**config.mk**
```make
export PLATFORM = sky130hd
export DESIGN_NAME = mem_port_arbiter_flat
export DESIGN_NICKNAME = d
export VERILOG_FILES = /design/src/rtl/mem_port_arbiter_if.sv /design/src/rtl/mem_port_arbiter.sv /design/src/flat_wrapper.sv
export SDC_FILE = /design/constraint.sdc
export NUM_CORES = 1
export LEC_CHECK = 0
export ABC_AREA = 0
export BUFFER_PORTS_ARGS = -buffer_cell sky130_fd_sc_hd__buf_2
export CAP_MARGIN = 15
export CORE_AREA = 2 2 108 110
export DETAILED_ROUTE_END_ITERATION = 8
export DIE_AREA = 0 0 110 112
export PLACE_DENSITY_LB_ADDON = 0.08
export SYNTH_ARGS = -nofsm -noshare
export SYNTH_HDL_FRONTEND = slang
export SYNTH_SLANG_ARGS = --single-unit
```
**constraint.sdc**
```tcl
create_clock -name clk -period 2.4 [get_ports clk]
set_clock_uncertainty 0.05 [all_clocks]
set_input_delay 0.36 -clock clk [delete_from_list [all_inputs] [get_ports clk]]
set_output_delay 0.36 -clock clk [all_outputs]
set_load 0.01 [all_outputs]
```
**src/rtl/mem_port_arbiter_if.sv**
```systemverilog
// Bundle of the fetch port, load/store port and memory port around mem_port_arbiter.
// master = the arbiter; slave = the CPU and memory side that drives requests and read data.
interface mem_port_arbiter_if #(
  parameter int ADDR_W = 32
);
  logic              i_req;
  logic [ADDR_W-1:0] i_addr;
  logic              i_gnt;
  logic              i_rvalid;
  logic [31:0]       i_rdata;

  logic              d_req;
  logic [ADDR_W-1:0] d_addr;
  logic [31:0]       d_wdata;
  logic [3:0]        d_wmask;
  logic              d_gnt;
  logic              d_rvalid;
  logic [31:0]       d_rdata;

  logic [ADDR_W-1:0] m_addr;
  logic              m_rstrb;
  logic [31:0]       m_wdata;
  logic [3:0]        m_wmask;
  logic [31:0]       m_rdata;

  logic              busy;

  modport master (
    input  i_req, i_addr, d_req, d_addr, d_wdata, d_wmask, m_rdata,
    output i_gnt, i_rvalid, i_rdata, d_gnt, d_rvalid, d_rdata,
           m_addr, m_rstrb, m_wdata, m_wmask, busy
  );

  modport slave (
    output i_req, i_addr, d_req, d_addr, d_wdata, d_wmask, m_rdata,
    input  i_gnt, i_rvalid, i_rdata, d_gnt, d_rvalid, d_rdata,
           m_addr, m_rstrb, m_wdata, m_wmask, busy
  );
endinterface

```
**src/rtl/mem_port_arbiter.sv**
```systemverilog
// Round-robin arbiter sharing one single-port memory between the fetch (I) and load/store (D)
// paths; one transaction in flight, read data returned with a one-cycle valid pulse.
module mem_port_arbiter #(
  parameter int ADDR_W     = 32,
  parameter int RD_LATENCY = 1
) (
  input logic               clk,
  input logic               reset,
  mem_port_arbiter_if.master bus
);

  typedef enum logic [1:0] {IDLE, ISSUE, WAIT} state_t;

  localparam logic [2:0] CNT_INIT = 3'(RD_LATENCY - 1);

  state_t            state_reg;
  logic              winner_d_reg;
  logic              last_d_reg;
  logic [2:0]        cnt_reg;
  logic              i_gnt_reg;
  logic              d_gnt_reg;
  logic              i_rvalid_reg;
  logic              d_rvalid_reg;
  logic [ADDR_W-1:0] m_addr_reg;
  logic              m_rstrb_reg;
  logic [31:0]       m_wdata_reg;
  logic [3:0]        m_wmask_reg;

  // D wins when it is the only requester, or on a tie when I was served last.
  logic pick_d;
  assign pick_d = bus.d_req && (!bus.i_req || !last_d_reg);

  always_ff @(posedge clk) begin
    if (!reset) begin
      state_reg    <= IDLE;
      winner_d_reg <= 1'b0;
      last_d_reg   <= 1'b1;
      cnt_reg      <= 3'd0;
      i_gnt_reg    <= 1'b0;
      d_gnt_reg    <= 1'b0;
      i_rvalid_reg <= 1'b0;
      d_rvalid_reg <= 1'b0;
      m_addr_reg   <= '0;
      m_rstrb_reg  <= 1'b0;
      m_wdata_reg  <= 32'd0;
      m_wmask_reg  <= 4'd0;
    end else begin
      i_gnt_reg    <= 1'b0;
      d_gnt_reg    <= 1'b0;
      i_rvalid_reg <= 1'b0;
      d_rvalid_reg <= 1'b0;
      case (state_reg)
        IDLE: begin
          if (bus.i_req || bus.d_req) begin
            state_reg <= ISSUE;
            if (pick_d) begin
              m_addr_reg   <= bus.d_addr;
              m_wdata_reg  <= bus.d_wdata;
              m_wmask_reg  <= bus.d_wmask;
              m_rstrb_reg  <= (bus.d_wmask == 4'd0);
              d_gnt_reg    <= 1'b1;
              winner_d_reg <= 1'b1;
              last_d_reg   <= 1'b1;
            end else begin
              m_addr_reg   <= bus.i_addr;
              m_wdata_reg  <= 32'd0;
              m_wmask_reg  <= 4'd0;
              m_rstrb_reg  <= 1'b1;
              i_gnt_reg    <= 1'b1;
              winner_d_reg <= 1'b0;
              last_d_reg   <= 1'b0;
            end
          end
        end
        ISSUE: begin
          m_rstrb_reg <= 1'b0;
          m_wmask_reg <= 4'd0;
          if (m_wmask_reg != 4'd0) begin
            state_reg <= IDLE;
          end else begin
            state_reg <= WAIT;
            cnt_reg   <= CNT_INIT;
            // With a single-cycle memory the first WAIT cycle already carries the data.
            if (RD_LATENCY == 1) begin
              i_rvalid_reg <= !winner_d_reg;
              d_rvalid_reg <= winner_d_reg;
            end
          end
        end
        WAIT: begin
          if (cnt_reg == 3'd0) begin
            state_reg <= IDLE;
          end else begin
            cnt_reg <= cnt_reg - 3'd1;
            if (cnt_reg == 3'd1) begin
              i_rvalid_reg <= !winner_d_reg;
              d_rvalid_reg <= winner_d_reg;
            end
          end
        end
        default: state_reg <= IDLE;
      endcase
    end
  end

  assign bus.i_gnt    = i_gnt_reg;
  assign bus.d_gnt    = d_gnt_reg;
  assign bus.i_rvalid = i_rvalid_reg;
  assign bus.d_rvalid = d_rvalid_reg;
  assign bus.i_rdata  = bus.m_rdata;
  assign bus.d_rdata  = bus.m_rdata;
  assign bus.m_addr   = m_addr_reg;
  assign bus.m_rstrb  = m_rstrb_reg;
  assign bus.m_wdata  = m_wdata_reg;
  assign bus.m_wmask  = m_wmask_reg;
  assign bus.busy     = (state_reg != IDLE);

endmodule
```
**src/flat_wrapper.sv**
```systemverilog
// flat-port wrapper written by rule: the top's interface ports become plain ports
module mem_port_arbiter_flat 
#(
  parameter int ADDR_W     = 32,
  parameter int RD_LATENCY = 1
)
  (clk, reset, bus_i_req, bus_i_addr, bus_d_req, bus_d_addr, bus_d_wdata, bus_d_wmask, bus_m_rdata, bus_i_gnt, bus_i_rvalid, bus_i_rdata, bus_d_gnt, bus_d_rvalid, bus_d_rdata, bus_m_addr, bus_m_rstrb, bus_m_wdata, bus_m_wmask, bus_busy);
  mem_port_arbiter_if #(.ADDR_W(ADDR_W)) bus_i ();
  input logic clk;
  input logic reset;
  input wire logic [$bits(bus_i.i_req)-1:0] bus_i_req;
  input wire logic [$bits(bus_i.i_addr)-1:0] bus_i_addr;
  input wire logic [$bits(bus_i.d_req)-1:0] bus_d_req;
  input wire logic [$bits(bus_i.d_addr)-1:0] bus_d_addr;
  input wire logic [$bits(bus_i.d_wdata)-1:0] bus_d_wdata;
  input wire logic [$bits(bus_i.d_wmask)-1:0] bus_d_wmask;
  input wire logic [$bits(bus_i.m_rdata)-1:0] bus_m_rdata;
  output wire logic [$bits(bus_i.i_gnt)-1:0] bus_i_gnt;
  output wire logic [$bits(bus_i.i_rvalid)-1:0] bus_i_rvalid;
  output wire logic [$bits(bus_i.i_rdata)-1:0] bus_i_rdata;
  output wire logic [$bits(bus_i.d_gnt)-1:0] bus_d_gnt;
  output wire logic [$bits(bus_i.d_rvalid)-1:0] bus_d_rvalid;
  output wire logic [$bits(bus_i.d_rdata)-1:0] bus_d_rdata;
  output wire logic [$bits(bus_i.m_addr)-1:0] bus_m_addr;
  output wire logic [$bits(bus_i.m_rstrb)-1:0] bus_m_rstrb;
  output wire logic [$bits(bus_i.m_wdata)-1:0] bus_m_wdata;
  output wire logic [$bits(bus_i.m_wmask)-1:0] bus_m_wmask;
  output wire logic [$bits(bus_i.busy)-1:0] bus_busy;
  assign bus_i.i_req = bus_i_req;
  assign bus_i.i_addr = bus_i_addr;
  assign bus_i.d_req = bus_d_req;
  assign bus_i.d_addr = bus_d_addr;
  assign bus_i.d_wdata = bus_d_wdata;
  assign bus_i.d_wmask = bus_d_wmask;
  assign bus_i.m_rdata = bus_m_rdata;
  assign bus_i_gnt = bus_i.i_gnt;
  assign bus_i_rvalid = bus_i.i_rvalid;
  assign bus_i_rdata = bus_i.i_rdata;
  assign bus_d_gnt = bus_i.d_gnt;
  assign bus_d_rvalid = bus_i.d_rvalid;
  assign bus_d_rdata = bus_i.d_rdata;
  assign bus_m_addr = bus_i.m_addr;
  assign bus_m_rstrb = bus_i.m_rstrb;
  assign bus_m_wdata = bus_i.m_wdata;
  assign bus_m_wmask = bus_i.m_wmask;
  assign bus_busy = bus_i.busy;
  mem_port_arbiter #(.ADDR_W(ADDR_W), .RD_LATENCY(RD_LATENCY)) u_core (.clk(clk), .reset(reset), .bus(bus_i));
endmodule
```
* After elaboration in Yosys (flattened, before gate mapping)
Index checks and enable logic that the tools add are counted.
** Cells by class
- Reductions and logical operators :: 18
- Multipliers :: 0
- Bitwise logic cells :: 0
- Div/mod/pow operators :: 0
- Order comparisons :: 0
- Add/subtract/negate cells :: 1
- Shift-type cells :: 0
- Eq/ne operators :: 7
- Multiplexer cells :: 25
** Operator list (number)
- 32-bit two-way mux :: 2
- 1-bit two-way mux :: 10
- 4-bit two-way mux :: 2
- 4-bit one-hot mux with 2 select lines :: 1
- 2-bit two-way mux :: 3
- 3-bit two-way mux :: 2
- 1-bit one-hot mux with 2 select lines :: 3
- 2-bit one-hot mux with 3 select lines :: 1
- 3-bit one-hot mux with 2 select lines :: 1
- 2-bit AND reduction :: 3
- 3-bit AND reduction :: 2
- 2-bit nonzero test :: 3
- 4-bit zero test :: 1
- 2-bit by 1-bit inequality test with 1-bit output, second input constant :: 2
- 2-bit inequality test, second input constant :: 2
- 4-bit nonzero test :: 1
- 3-bit by 1-bit == test with 1-bit output, second input constant :: 1
- 1-bit zero test :: 3
- 3-bit zero test :: 1
- 3-bit by 1-bit subtractor with 3-bit output, second input constant :: 1
- 2-bit by 1-bit == test with 1-bit output, second input constant :: 1
- 2-bit == test, second input constant :: 1
- 2-bit zero test :: 1
- 1-bit logical OR :: 2
- 1-bit logical AND :: 1
** Storage, ports and cells
- RAM bits :: 0
- Register bits :: 80
- Bits in latches :: 0
- Memories :: 0
- Word-level logic and storage cells :: 63
- Input bits :: 136
- Bits in read-only memories :: 0
- Output and inout port bits :: 138

* Longest topological paths before layout
Gate-level depths: netlist of the first run.
- Word-level depth :: 6
- Depth in mapped cells :: 9
- Depth with buffers taken out :: 6

* Worst setup path after synthesis of the first run
Ideal clock, no wire load.
- Path kind :: reg-to-reg
- Start :: reg u_core.state_reg[0]
- End :: reg u_core.m_addr_reg[10] (netlist: u_core.bus.m_addr[10])
- Path slack :: 864 ps
- Data arrival time :: 1364 ps
- Library setup time :: 122 ps
- Buffers on the path :: 3
- Clock period less this slack :: 1536 ps
- Stages on the path, launching flop included :: 10
- Data required time :: 2228 ps
- Path through :: dfxtp_1 > inv_1 > ha_1 > buf_2 > inv_1 > nor2_1 > buf_2 > buf_2 > o21ai_0 > a21oi_1
** On the way
- Longest elaborated chain between the ends :: 2
** Ends and longest elaborated chain
- start, declared :: line mem_port_arbiter.sv:16 : state_t state_reg;
- start signal, assigned :: line mem_port_arbiter.sv:35 : state_reg <= IDLE;
- start signal, assigned :: line mem_port_arbiter.sv:55 : state_reg <= ISSUE;
- start signal, assigned :: line mem_port_arbiter.sv:79 : state_reg <= IDLE;
- 2-bit zero test :: line mem_port_arbiter.sv:52 : case (state_reg)
- 2-bit AND reduction (no line)
- end signal, assigned :: line mem_port_arbiter.sv:57 : m_addr_reg <= bus.d_addr;
- end signal, assigned :: line mem_port_arbiter.sv:65 : m_addr_reg <= bus.i_addr;
- end, declared :: line mem_port_arbiter.sv:24 : logic [ADDR_W-1:0] m_addr_reg;
No other way between the ends.
A chain may end at the register's enable or synchronous reset.

* Final worst setup path of the first run
- Start :: reg u_core.m_wmask_reg[0] (netlist: u_core.bus.m_wmask[0])
- End :: reg u_core.cnt_reg[0]
** On the way
- Longest elaborated chain between the ends :: 3
** Ends and longest elaborated chain
- start, declared :: line mem_port_arbiter.sv:27 : logic [3:0] m_wmask_reg;
- start signal, assigned :: line mem_port_arbiter.sv:59 : m_wmask_reg <= bus.d_wmask;
- 4-bit nonzero test :: line mem_port_arbiter.sv:78 : if (m_wmask_reg != 4'd0) begin
- 2-bit inequality test (no line)
- 3-bit AND reduction (no line)
- end signal, assigned :: line mem_port_arbiter.sv:94 : cnt_reg <= cnt_reg - 3'd1;
- end, declared :: line mem_port_arbiter.sv:19 : logic [2:0] cnt_reg;
No other way between the ends.

==> results of run 1 <==
[placed cells by master, fill, tap and decap left out, types with 3 or more instances in the layout]
cell | synthesis | layout
buf_2 | 6 | 177
dfxtp_1 | 80 | 80
a22oi_1 | 37 | 37
nor2b_1 | 37 | 37
a21oi_1 | 35 | 35
o21ai_0 | 34 | 34
mux2i_1 | 33 | 33
inv_1 | 9 | 9
clkbuf_16 | 0 | 9
buf_4 | 68 | 8
nand2_1 | 7 | 7
ha_1 | 6 | 6
nand3_1 | 4 | 4
and2_1 | 3 | 3
nor2_1 | 4 | 3
o22ai_1 | 3 | 3
[layer usage]
layer  global-route usage [%]  vias to the layer above  share of wire [%]
li1                         -                     1536                  -
met1                     18.7                     1346                 47
met2                     21.7                      158                 42
met3                     4.86                       12                 11
met4                     5.91                        0                1.4
met5                        0                        -                  0
[report_power, final]
group	switching (mW)	leakage [nW]	internal, mW
combinational	0.393	1.33	0.315
clock	0.507	0.154	0.923
sequential	0.0613	0.657	1.45
[cell type report]
cell class / instances / area [um2]
tap: 143 / 179
sequential: 80 / 1600
inverter: 9 / 33.8
multi-input combinational: 220 / 1510
clock buffer: 10 / 239
timing repair buffer: 186 / 973
fill: 1114 / 6570
clock inverter: 4 / 70.1
[logic make-up after synthesis]
family | count (synthesis)
buffers and inverters | 101
adder cells (fa/ha/maj) | 6
multiplexers | 34
AND/OR/NAND/NOR | 63
flip-flops | 80
AO/OA/AOI/OAI | 117
[how the worst max path moves through the flow]
stage	start	end	slack, ps	depth (start not counted)
floorplan	u_core.state_reg[0]$_SDFFE_PN0P_	u_core.bus.m_addr[10]$_SDFFE_PN0P_	860	9
global placement	bus_d_req	u_core.bus.m_wdata[17]$_SDFFE_PN0P_	250	5
detailed placement	bus_d_req	u_core.bus.m_wmask[0]$_SDFFE_PN0P_	580	6
CTS	u_core.state_reg[0]$_SDFFE_PN0P_	bus_busy	570	5
global route	u_core.bus.m_wmask[0]$_SDFFE_PN0P_	u_core.cnt_reg[1]$_SDFFE_PN0P_	470	4
finish	u_core.bus.m_wmask[0]$_SDFFE_PN0P_	u_core.cnt_reg[0]$_SDFFE_PN0P_	590	4
[metrics by stage]
step,cells,power [mW],utilization [%],setup WS (ps),instance area [um2]
2_1_floorplan,401,2.07,-,864,3760
3_3_place_gp,637,2.24,38.2,249,4270
3_5_place_dp,638,2.25,38.4,582,4300
4_1_cts,652,3.70,41.2,574,4600
5_1_grt,652,3.85,41.2,466,4600
6_report,652,3.65,41.2,587,4600
[worst register-to-register path: stages (launching register included)]
cell and delay, ps:
dfxtp_1 330, nor4_1 520, o21ai_0 340, a31oi_1 310, o22ai_1 130
==> out/results.tsv, run 1 <==
stage	metric	value	unit
status	outcome	completed	
placed_design	DP Wirelength	6480	um
logic_synthesis	Synth Area in Adders	2.00	%
power	P_leak	2.14	nW
logic_synthesis	cell accounting for the most synthesized area	dfxtp_1	
job	max capacitance violation total	0	
detailed_routing	Remaining DRCs	0	
setup_path	CP Capture Type	register	
setup_path	crit path cell chain	nor4_1, o21ai_0, a31oi_1, o22ai_1	
clock_network	Clock Path Buffers	2	
clock_network	CTS clk-pin slew, worst paths	60	ps
floorplan	Starting Density	33.7	%
detailed_routing	Final ANT Viol Nets	0	
setup_path	Crit Path Class	register to register	
setup_path	CP max stage delay	520	ps
logic_synthesis	Post-synth EDFFs	0	
logic_synthesis	syn_nets	543	
logic_synthesis	synthesized netlist cell count	401	
sta	TNS Setup	0	ps
global_routing	global route overflow	0	
final_layout	layout overhead on the synthesized area	22.4	%
logic_synthesis	Mapped Avg Cell Area	9.38	um2
floorplan	Die Span X	110	um
logic_synthesis	top post-synthesis cells by count	80 x dfxtp_1, 68 x buf_4, 37 x a22oi_1, 37 x nor2b_1, 35 x a21oi_1	
clock_network	CTS root buf	clkbuf_16	
sta	Worst Tran Pin Value	722	ps
final_layout	# diodes	0	
clock_network	CTS sink cnt	80	
power	Power Density	793	mW/mm2
setup_path	reg-to-reg slack, setup	590	ps
detailed_routing	WL/cell	13.7	um
sta	final hold vios	0	
clock_network	hold buffers post-CTS	0	
setup_path	Critical R2R Capture	u_core.cnt_reg[0]$_SDFFE_PN0P_	
logic_synthesis	Most used DFF post-synth	dfxtp_1	
global_routing	first-pass GRT wire length	14000	um
logic_synthesis	Cell Area, Synth	0.00376	mm2
clock_network	H-tree Lvls	3	
logic_synthesis	Seq cells post-synth	80	
detailed_routing	Pre-antenna DRT Iters	6	
logic_synthesis	most common cell in the netlist	dfxtp_1	
floorplan	CORE AREA	0.0112	mm2
global_routing	vias in the first global route	2947	
setup_path	R2R depth	4	
final_layout	layout cell share with drive strength beyond 1	40.3	%
clock_network	Clock Latency Late Sink	320	ps
clock_network	CTS tree	built	
setup_path	CP startpoint kind	register	
floorplan	# rows	39	
logic_synthesis	Warnings, synthesis	0	
sta	Slew HR	51.9	%
detailed_routing	first-iteration detailed-routing DRC count	195	
sta	final setup fails	0	
setup_path	worst endpoint required time	2530	ps
logic_synthesis	Synth Area in Compound Gates	18.8	%
floorplan	die height	112	um
logic_synthesis	post-synthesis cell type count	32	
detailed_routing	routed vias/inst	4.68	
placed_design	RePlAce Congestion	0.725	
final_layout	nets@finish	648	
logic_synthesis	top post-synthesis cells by area	dfxtp_1 43%, buf_4 14%, mux2i_1 8.8%	
clock_network	CTS buffer count	9	
logic_synthesis	largest family of logic cells by synthesized area	compound AO/OA/AOI/OAI gates	
detailed_routing	via count	3052	
logic_synthesis	Post-Synth Simple-Gate Area	9.68	%
logic_synthesis	asr flop ratio synth	0	%
placed_design	PortBufs	177	
hold_path	hold_sp	bus_d_wdata[29]	
sta	WHS	257	ps
global_routing	initial antenna violation count	0	
global_routing	largest net degree at the start of global routing	47	
logic_synthesis	area share of the largest cell type after synthesis	42.6	%
floorplan	Ports	274	
hold_path	worst hold path endpoint	u_core.bus.m_wdata[29]$_SDFFE_PN0P_	
sta	RSZ-0062 raised after global routing	false	
power	VDD IR-drop max	269	uV
setup_path	critical path arrival	1940	ps
floorplan	die area	0.0123	mm2
sta	final count of pins violating max slew	0	
hold_path	Worst Hold Depth	3	
clock_network	Post-CTS Setup Inserts	0	
setup_path	CP delay by family, top	compound AO/OA/AOI/OAI gates	
logic_synthesis	Seq/Total Area, Yosys	42.6	%
logic_synthesis	multiplexer area fraction after synthesis	9.08	%
sta	Final Critical Period	1810	ps
logic_synthesis	xor and xnor fraction of the mapped netlist area	0	%
detailed_routing	final wirelength	8910	um
setup_path	Worst Path Buf+Inv	0	
setup_path	Worst Path Max Fanout	5	
setup_path	worst reg2reg startpoint	u_core.bus.m_wmask[0]$_SDFFE_PN0P_	
clock_network	post-CTS sizing	0	
sta	Period Utilization, post-route	75.5	%
sta	max frequency	0.552	GHz
setup_path	Crit-path slowest cell	nor4_1	
global_routing	Total GRT Usage	14.4	%
hold_path	Hold/Removal Path Class	primary input to register	
(Power assumes the default switching activity.)
==> inputs of run 2 (changes only) <==
Settings changed: CORE_AREA 2 2 108 110 to 2 2 105 107, DIE_AREA 0 0 110 112 to 0 0 107 109.
Clock period 2.4 ns to 1.7 ns, I/O delays scaled along.
==> run 2 against run 1 <==
- design area decreased by 0.98%
- wire length shrank 3.9%
- via count shrank 1.1%
- largest cell class unchanged
==> out/results.tsv, run 2 (same netlist as run 1, synthesis figures left out) <==
stage	metric	value	unit	change
placed_design	RePlAce Congestion	0.719		-0.94%
global_routing	largest net degree at the start of global routing	77		+64%
final_layout	# diodes	0		unchanged
detailed_routing	Pre-antenna DRT Iters	4		-2
setup_path	Crit Path Class	register to output pin		
sta	RSZ-0062 raised after global routing	false		
setup_path	crit path cell chain	inv_1, ha_2, inv_2, buf_2		
detailed_routing	Remaining DRCs	0		unchanged
floorplan	die area	0.0117	mm2	-5.3%
sta	TNS Setup	0	ps	unchanged
sta	Period Utilization, post-route	92.7	%	
detailed_routing	first-iteration detailed-routing DRC count	160		-18%
floorplan	Die Span X	107	um	-2.7%
setup_path	Worst Path Max Fanout	8		+3
setup_path	CP Capture Type	output pin		
setup_path	CP startpoint kind	register		
setup_path	critical path arrival	1270	ps	-670 ps
power	P_leak	2.11	nW	-1.3%
sta	final count of pins violating max slew	0		unchanged
final_layout	Non-Filler Instances	650		-0.31%
status	outcome	completed		
placed_design	PortBufs	177		unchanged
detailed_routing	final wirelength	8560	um	-3.9%
sta	final setup fails	0		unchanged
floorplan	Starting Density	35.5	%	+1.8 points
final_layout	fill count	1048		-5.9%
setup_path	CP max stage delay	360	ps	-160 ps
sta	WHS	126	ps	-131 ps
sta	Worst Tran Pin Value	518	ps	-204 ps
final_layout	final core utilization	43.0	%	+1.8 points
sta	Slew HR	65.5	%	+14 points
global_routing	Total GRT Usage	14.7	%	+0.26 points
final_layout	nets@finish	647		-0.15%
final_layout	most frequent cells in the layout	177 x buf_2, 80 x dfxtp_1, 37 x a22oi_1, 37 x nor2b_1, 35 x a21oi_1		
detailed_routing	routed vias/inst	4.64		-0.78%
final_layout	layout cell share with drive strength beyond 1	40.8	%	+0.51 points
setup_path	CP delay by family, top	flip-flops		
floorplan	die height	109	um	-2.7%
clock_network	H-tree Lvls	3		unchanged
clock_network	CTS sink cnt	80		unchanged
setup_path	Crit-path slowest cell	dfxtp_1		
sta	final hold vios	0		unchanged
global_routing	initial antenna violation count	0		unchanged
sta	Final Critical Period	1580	ps	
detailed_routing	via count	3019		-1.1%
global_routing	global route overflow	0		unchanged
floorplan	CORE AREA	0.0106	mm2	-5.1%
clock_network	Clock Latency Late Sink	350	ps	+30 ps
clock_network	Clock Path Buffers	2		unchanged
final_layout	layout overhead on the synthesized area	21.2	%	
clock_network	CTS tree	built		
placed_design	DP Wirelength	6090	um	-6.0%
job	max capacitance violation total	0		unchanged
power	Power Density	1040	mW/mm2	+31%
setup_path	worst endpoint required time	1390	ps	-1140 ps
sta	max frequency	0.635	GHz	
power	VDD IR-drop max	412	uV	+53%
hold_path	Hold/Removal Path Class	primary input to register		
clock_network	CTS buffer count	9		unchanged
detailed_routing	WL/cell	13.2	um	-3.6%
floorplan	# rows	38		-2.6%
clock_network	CTS clk-pin slew, worst paths	80	ps	+20 ps
floorplan	Ports	274		unchanged
detailed_routing	Final ANT Viol Nets	0		unchanged
placed_design	Cells after DPL	634		-0.63%
final_layout	commonest non-fill, non-tap cell in the layout	buf_2		
clock_network	CTS root buf	clkbuf_8		
setup_path	Worst Path Buf+Inv	3		+3
global_routing	first-pass GRT wire length	13500	um	-3.2%
global_routing	vias in the first global route	2863		-2.9%
-- run 2: cell count changes in the layout (fill, tap and decap cells not counted), sizes merged --
| cell | before | now |
|---|---|---|
| buf | 186 | 185 |
| clkbuf | 10 | 11 |
| clkinv | 2 | 3 |
-- run 2: cell type report --
type	instances	area (um2)	share of cell area, %
flip-flops and latches	80	1600	35.1
well taps	140	175	3.84
clock inverters	5	78.8	1.73
repair buffers	185	1010	22.1
multi-input cells	220	1510	33.1
inverters	9	33.8	0.741
clock buffers	11	151	3.32
-- run 2: worst paths after layout --
path | cells after the start | endpoint | slack, ps | startpoint
max | 4 | bus_busy | 120 | u_core.state_reg[0]$_SDFFE_PN0P_
min | 3 | u_core.bus.m_wdata[8]$_SDFFE_PN0P_ | 130 | bus_d_wdata[8]
min reg2reg | 1 | u_core.bus.i_rvalid$_SDFF_PN0_ | 410 | u_core.winner_d_reg$_SDFFE_PN0P_
max reg2reg | 7 | u_core.bus.m_addr[13]$_SDFFE_PN0P_ | 180 | u_core.state_reg[0]$_SDFFE_PN0P_
-- run 2: what timing repair did --
action / in CTS / in global routing
gates resized for setup: 1 / 1
buffers inserted: 0 / 0
pin swaps: 0 / 0
hold buffers: 0 / 0
setup endpoints to repair: 1 / 15
-- run 2: metal layers --
layer  vias to the layer above  part of all wire (%)  GRT usage, %
li1                       1537                     -             -
met1                      1321                    46          18.9
met2                       154                    42          21.8
met3                         7                    11          6.40
met4                         0                  0.91          5.29
met5                         -                     0             0
-- run 2: worst min-delay path, stage by stage --
cell     delay (ps)
buf_2            80
a22oi_1          60
nor2b_1         100
-- run 2: power by group --
| part | total (mW) | switching [mW] | leakage (nW) | internal [mW] |
|---|---|---|---|---|
| clock network | 1.59 | 0.686 | 0.119 | 0.905 |
| logic | 1.03 | 0.553 | 1.33 | 0.474 |
| registers | 2.13 | 0.0827 | 0.657 | 2.05 |
-- run 2: through the flow --
| step | setup WS (ps) | instance area (um2) | power (mW) |
|---|---|---|---|
| after floorplan | 164 | 3760 | 2.92 |
| after global placement | 163 | 4330 | 3.20 |
| after detailed placement | 51.2 | 4330 | 3.21 |
| after CTS | 38.7 | 4560 | 4.83 |
| after global routing | 2.64 | 4560 | 5.05 |
| final | 125 | 4560 | 4.75 |
